## config.mk

```make
export PLATFORM = sky130hd
export DESIGN_NAME = key_sw_ctrl
export DESIGN_NICKNAME = d
export VERILOG_FILES = /design/src/rtl/key_sw_ctrl_pkg.sv /design/src/rtl/key_sw_ctrl_debouncer.sv /design/src/rtl/key_sw_ctrl.sv
export SDC_FILE = /design/constraint.sdc
export NUM_CORES = 1
export LEC_CHECK = 0
export BUFFER_PORTS_ARGS = -buffer_cell sky130_fd_sc_hd__clkbuf_2
export CAP_MARGIN = 20
export CORE_MARGIN = 2
export CORE_UTILIZATION = 52
export CTS_CLUSTER_SIZE = 28
export DETAILED_ROUTE_END_ITERATION = 10
export GPL_ROUTABILITY_DRIVEN = 0
export PLACE_DENSITY = 0.89
export REMOVE_ABC_BUFFERS = 1
export SYNTH_ARGS = -nofsm -noshare
export SYNTH_HDL_FRONTEND = slang
export SYNTH_HIERARCHICAL = 1
export SYNTH_SLANG_ARGS = --single-unit
```

## constraint.sdc

```tcl
create_clock -name clk -period 2 [get_ports clk]
set_input_delay 0.1 -clock clk [delete_from_list [all_inputs] [get_ports clk]]
set_output_delay 0.1 -clock clk [all_outputs]
set_load 0.01 [all_outputs]
```

## src/rtl/key_sw_ctrl_pkg.sv

```systemverilog
// Shared constants and types for the KEY/SW memory-mapped input controller.
// Register map, control-register bit positions and default pin counts live here.
package key_sw_ctrl_pkg;

    localparam int KEYBITS = 4;
    localparam int SWBITS  = 10;

    localparam logic [31:0] ADDRKDATA = 32'hFFFF_F080;
    localparam logic [31:0] ADDRKCTRL = 32'hFFFF_F084;
    localparam logic [31:0] ADDRSDATA = 32'hFFFF_F090;
    localparam logic [31:0] ADDRSCTRL = 32'hFFFF_F094;

    localparam int READY_BIT = 0;
    localparam int OVR_BIT   = 2;
    localparam int IE_BIT    = 8;

    localparam int NGROUPS = 2;
    localparam int GRP_KEY = 0;
    localparam int GRP_SW  = 1;

    typedef struct packed {
        logic ie;
        logic ovr;
        logic ready;
    } ctrl_flags_t;

    // Places the flags at their architectural bit positions; all other bits read 0.
    function automatic logic [15:0] ctrl_word(input ctrl_flags_t f);
        logic [15:0] w;
        w            = '0;
        w[READY_BIT] = f.ready;
        w[OVR_BIT]   = f.ovr;
        w[IE_BIT]    = f.ie;
        return w;
    endfunction

endpackage

```

## src/rtl/key_sw_ctrl_debouncer.sv

```systemverilog
// Two-flop synchronizer plus stability counter for one group of board pins.
// A new value is accepted only after it has been steady for DEBOUNCE_CYCLES cycles.
module input_debouncer #(
    parameter int               WIDTH           = 4,
    parameter int               DEBOUNCE_CYCLES = 50000,
    parameter logic [WIDTH-1:0] SYNC_RST        = '0,
    parameter bit               INVERT          = 1'b0
) (
    input  logic             clk,
    input  logic             reset,
    input  logic [WIDTH-1:0] pins_i,
    output logic [WIDTH-1:0] value_o,
    output logic             change_o
);
    localparam int CNT_W = (DEBOUNCE_CYCLES > 1) ? $clog2(DEBOUNCE_CYCLES) : 1;
    localparam logic [CNT_W-1:0] LAST = CNT_W'(DEBOUNCE_CYCLES - 1);

    logic [WIDTH-1:0] s1_q, s2_q, s3_q;
    logic [WIDTH-1:0] deb_q, deb_d;
    logic [CNT_W-1:0] cnt_q, cnt_d;
    logic [WIDTH-1:0] s2_val;
    logic             stable, differs, load;

    // Active-low pins are flipped after the second flop so the rest sees pressed = 1.
    assign s2_val = INVERT ? ~s2_q : s2_q;

    always_comb begin
        stable  = (s2_q == s3_q);
        differs = (s2_val != deb_q);
        load    = stable && differs && (cnt_q == LAST);
        deb_d   = deb_q;
        cnt_d   = cnt_q;
        if (!stable || !differs || load) begin
            cnt_d = '0;
        end else begin
            cnt_d = cnt_q + 1'b1;
        end
        if (load) begin
            deb_d = s2_val;
        end
    end

    always_ff @(posedge clk) begin
        if (reset) begin
            s1_q  <= SYNC_RST;
            s2_q  <= SYNC_RST;
            s3_q  <= SYNC_RST;
            deb_q <= '0;
            cnt_q <= '0;
        end else begin
            s1_q  <= pins_i;
            s2_q  <= s1_q;
            s3_q  <= s2_q;
            deb_q <= deb_d;
            cnt_q <= cnt_d;
        end
    end

    assign value_o  = deb_q;
    assign change_o = load;

endmodule

```

## src/rtl/key_sw_ctrl.sv

```systemverilog
// Data-bus responder exposing debounced KEY/SW values plus ready/overrun/ie flags.
// Read data is combinational from addr; flags and irq update on the clock edge.
module key_sw_ctrl #(
    parameter int               DBITS           = 32,
    parameter int               KEYBITS         = key_sw_ctrl_pkg::KEYBITS,
    parameter int               SWBITS          = key_sw_ctrl_pkg::SWBITS,
    parameter int               DEBOUNCE_CYCLES = 50000,
    parameter logic [DBITS-1:0] ADDRKDATA       = key_sw_ctrl_pkg::ADDRKDATA,
    parameter logic [DBITS-1:0] ADDRKCTRL       = key_sw_ctrl_pkg::ADDRKCTRL,
    parameter logic [DBITS-1:0] ADDRSDATA       = key_sw_ctrl_pkg::ADDRSDATA,
    parameter logic [DBITS-1:0] ADDRSCTRL       = key_sw_ctrl_pkg::ADDRSCTRL
) (
    input  logic               clk,
    input  logic               reset,
    input  logic [KEYBITS-1:0] KEY,
    input  logic [SWBITS-1:0]  SW,
    input  logic [DBITS-1:0]   addr,
    input  logic [DBITS-1:0]   wdata,
    input  logic               wr_en,
    input  logic               rd_en,
    output logic [DBITS-1:0]   rdata,
    output logic               hit,
    output logic               irq
);
    import key_sw_ctrl_pkg::*;

    logic [KEYBITS-1:0] k_val;
    logic [SWBITS-1:0]  s_val;
    logic [NGROUPS-1:0] change, data_rd, ctrl_wr;
    ctrl_flags_t        flags [NGROUPS];
    logic               irq_q;
    logic               unused_wdata;

    input_debouncer #(
        .WIDTH           (KEYBITS),
        .DEBOUNCE_CYCLES (DEBOUNCE_CYCLES),
        .SYNC_RST        ({KEYBITS{1'b1}}),
        .INVERT          (1'b1)
    ) u_key_db (
        .clk      (clk),
        .reset    (reset),
        .pins_i   (KEY),
        .value_o  (k_val),
        .change_o (change[GRP_KEY])
    );

    input_debouncer #(
        .WIDTH           (SWBITS),
        .DEBOUNCE_CYCLES (DEBOUNCE_CYCLES),
        .SYNC_RST        ({SWBITS{1'b0}}),
        .INVERT          (1'b0)
    ) u_sw_db (
        .clk      (clk),
        .reset    (reset),
        .pins_i   (SW),
        .value_o  (s_val),
        .change_o (change[GRP_SW])
    );

    // Only data-register loads have a side effect; CTRL reads are pure.
    assign data_rd[GRP_KEY] = rd_en && (addr == ADDRKDATA);
    assign data_rd[GRP_SW]  = rd_en && (addr == ADDRSDATA);
    assign ctrl_wr[GRP_KEY] = wr_en && (addr == ADDRKCTRL);
    assign ctrl_wr[GRP_SW]  = wr_en && (addr == ADDRSCTRL);

    generate
        for (genvar gi = 0; gi < NGROUPS; gi++) begin : g_flags
            ctrl_flags_t flags_q, flags_d;

            // A change event beats a same-cycle data read for ready, and an
            // overrun beats a same-cycle clearing write for ovr.
            always_comb begin
                flags_d = flags_q;
                if (change[gi]) begin
                    flags_d.ready = 1'b1;
                end else if (data_rd[gi]) begin
                    flags_d.ready = 1'b0;
                end
                if (ctrl_wr[gi]) begin
                    flags_d.ie = wdata[IE_BIT];
                    if (!wdata[OVR_BIT]) begin
                        flags_d.ovr = 1'b0;
                    end
                end
                if (change[gi] && flags_q.ready && !data_rd[gi]) begin
                    flags_d.ovr = 1'b1;
                end
            end

            always_ff @(posedge clk) begin
                if (reset) begin
                    flags_q <= '0;
                end else begin
                    flags_q <= flags_d;
                end
            end

            assign flags[gi] = flags_q;
        end
    endgenerate

    always_ff @(posedge clk) begin
        if (reset) begin
            irq_q <= 1'b0;
        end else begin
            irq_q <= (flags[GRP_KEY].ready & flags[GRP_KEY].ie)
                   | (flags[GRP_SW].ready & flags[GRP_SW].ie);
        end
    end

    assign irq = irq_q;

    always_comb begin
        rdata = '0;
        hit   = 1'b0;
        case (addr)
            ADDRKDATA: begin
                rdata = DBITS'(k_val);
                hit   = 1'b1;
            end
            ADDRKCTRL: begin
                rdata = DBITS'(ctrl_word(flags[GRP_KEY]));
                hit   = 1'b1;
            end
            ADDRSDATA: begin
                rdata = DBITS'(s_val);
                hit   = 1'b1;
            end
            ADDRSCTRL: begin
                rdata = DBITS'(ctrl_word(flags[GRP_SW]));
                hit   = 1'b1;
            end
            default: begin
                rdata = '0;
                hit   = 1'b0;
            end
        endcase
    end

    // Store data bits that map to no control field.
    assign unused_wdata = ^{wdata[DBITS-1:IE_BIT+1], wdata[IE_BIT-1:OVR_BIT+1],
                            wdata[OVR_BIT-1:0]};

endmodule
```

==> flow_metrics.py <==
metrics = {
    "pwr": {
        "p_leak_nw": 2.03,
        "powerDensity_nw_per_um2": 723,
        "vdd_drop_max_mv": 0.560,
    },
    "synthesis": {
        "ys_types": 52,
        "synthMuxAreaShare_pct": 5.42,
        "yosys_register_bits": 95,
        "synth_area_per_cell_um2": 10.0,
        "synth_simple_gate_area_share_pct": 28.6,
        "synth_cells": 421,
        "synth_fa_ha_area_share_pct": 0.592,
        "synthTopCellsByCount": "dfxtp_1 (95), nor2_1 (44), nor2b_1 (43)",
        "synth_top_family_by_area": "simple AND/OR/NAND/NOR gates",
        "synth_ff_type": "dfxtp_1",
        "yosysMostFrequentCell": "dfxtp_1",
        "netlist_area_um2": 4230,
        "async_reset_ff_share_pct": 0,
        "synth_edf_count": 0,
        "yosys_warnings": 6,
        "synth_top_cell_area_share_pct": 45.0,
        "synth_top_cells_by_area": "dfxtp_1 (45%), xnor2_1 (6.8%), nor2b_1 (6.4%)",
        "netlist.top_cell.by_area": "dfxtp_1",
        "synth_compound_area_share_pct": 2.31,
        "synth-xor-area-share_pct": 11.6,
        "seq_area_frac_synth_pct": 45.0,
    },
    "cts": {
        "cts.sinks": 95,
        "clockBufferDepth": 2,
        "clockRootBuffer": "clkbuf_8",
        "insertion_delay_ns": 0.36,
        "tritoncts": "done",
        "clk_pin_slew_ns": 0.09,
        "htreeDepth": 3,
        "cts_buffers": 9,
    },
    "place": {
        "dpl.hpwl_mm": 5.98,
        "portBuffers": 63,
        "pre_cts_slack_ns": 0.129,
    },
    "global_route": {
        "grt_overflow": 0,
        "grt_pass1_vias": 3083,
        "grt_pass1_wl_mm": 13.9,
        "groute.usage.overall_pct": 20.1,
        "grt_max_degree": 27,
        "antenna_found_initial": 0,
    },
    "cells_and_area": {
        "multi_input_area_um2": 2150,
        "fillCellCount": 595,
        "regArea_um2": 1900,
        "drive_gt1_share_pct": 24.5,
        "nets": 587,
        "num_antenna_cells": 0,
        "area.growth.synth_to_final_pct": 16.7,
    },
    "sta": {
        "setup_viol": 0,
        "slew_headroom_pct": 64.4,
        "tns_ns": 0,
        "fin_crit_sh_pct": 95.7,
        "slew_viol_final": 0,
        "finalHoldViolCount": 0,
        "worst_slack_ns": 0.0860,
        "period_needed_ns": 1.91,
        "clock.fmax_mhz": 522,
        "finClkSkew_ns": 0.0106,
        "worst_pin_slew_ns": 0.529,
    },
    "setup_path": {
        "crit_path_max_fanout": 10,
        "startpoint_type": "flip-flop",
        "cp-end-kind": "flip-flop",
        "crit_required_ns": 2.25,
        "crit_type": "reg -> reg",
        "crit_arrival_ns": 2.16,
        "ff2ff_setup_slack_ns": 0.09,
    },
    "detailed_routing": {
        "drc": 0,
        "wirelength_mm": 8.65,
        "vias": 3143,
        "wl_per_cell_um": 14.2,
        "routed_via_density": 5.17,
        "drtAntennaViolNets": 0,
        "first_iter_violations": 169,
        "dr.pass1.iters": 6,
    },
    "floorplan": {
        "std_cell_rows": 32,
        "die_y_um": 94.2,
        "io_pins": 116,
        "start_util_pct": 54.1,
        "die-area_um2": 8870,
        "die_x_um": 94.2,
        "core_um2": 7810,
    },
    "outcome": {
        "outcome": "completed",
    },
    "hold_path": {
        "hp-class": "in -> reg",
    },
    "job": {
        "cap_viol_max_count": 0,
    },
}
power breakdown:
part | switching [mW] | internal (mW)
logic | 0.132 | 0.121
registers | 0.0206 | 1.93
clock network | 0.605 | 0.758
final cells by class:
cell class | count | share of cell area [%]
multi-input combinational | 305 | 43.6
timing repair buffer | 83 | 10.1
inverter | 9 | 0.685
clock buffer | 11 | 3.07
clock inverter | 3 | 1.37
sequential | 95 | 38.6
tap | 102 | 2.59
sequential cells by signal (all words and copies together), names as in the netlist, 6 cells and up:
name,count
u_sw_db/s2_q,10
u_sw_db/cnt_q,16
u_sw_db/s3_q,10
flags,6
u_sw_db/value_o,10
u_key_db/cnt_q,16
u_sw_db/s1_q,10
final timing paths:
| check | depth (start not counted) | endpoint | startpoint |
|---|---|---|---|
| worst max-delay path | 5 | u_sw_db/value_o[4] | u_sw_db/cnt_q[1] |
| worst min register to register | 1 | u_key_db/s2_q[1] | u_key_db/s1_q[1] |
| worst min-delay path | 3 | flags[2] | wdata[8] |
| worst max register to register | 5 | u_sw_db/value_o[4] | u_sw_db/cnt_q[1] |
per-layer routing:
metal	global-route usage (%)	share of wire (%)
met2	37.4	52
met4	7.13	2.2
met1	22.6	41
met5	0	0
met3	4.01	5.1
kinds of logic after synthesis:
family / Yosys count
xor gates and xnor gates: 56
DFF: 95
muxes: 19
other: 1
buffers and inverters: 42
and+or+nand+nor: 194
adders and majority gates: 2
AOI/OAI and AO/OA: 12
cells in the final DEF, fill, tap and decap left out, types with 3 or more instances in the layout:
master,Yosys,layout
mux2_2,11,11
nand2_1,10,10
clkbuf_2,0,63
nor3_1,8,8
or2_2,12,12
nand2b_1,4,4
nand3_1,12,12
and4bb_1,3,3
nor2b_1,43,43
inv_1,8,8
dlygate4sd3_1,0,14
mux2i_1,6,6
nand4_1,15,15
nor2_1,44,44
clkbuf_8,0,11
dfxtp_1,95,95
and3_1,12,12
and4_1,4,4
buf_4,23,6
xnor2_1,33,33
nor4_1,7,5
xor2_1,23,23
conb_1,1,22
nor4_2,1,3
critical path: stages, from the launching register on:
cell and delay (ns):
dfxtp_1 0.41, ha_2 0.22, nand3_1 0.19, nor4_4 0.36
nand4_4 0.27, mux2_2 0.36
through the flow:
step | util (%) | power, mW | cell area [µm²] | hold WS, ns | std cells
global placement | 58.4 | 2.21 | 4560 | 0.283 | 580
floorplan | - | 2.11 | 4070 | 0.172 | 409
global route | 63.2 | 3.70 | 4930 | 0.0345 | 608
finish | 63.2 | 3.56 | 4930 | 0.0362 | 608
CTS | 63.0 | 3.58 | 4920 | 0.0301 | 608
detailed placement | 58.4 | 2.22 | 4560 | 0.284 | 580
repair_timing:
action                                  4_1_cts  5_1_grt
resized for setup                             0        3
endpoints found under the hold margin        14        0
endpoints found under the setup margin        0       16
setup buffers                                 0        0
hold buffers                                 14        0
Note: power is estimated with default switching activity, not from simulation.
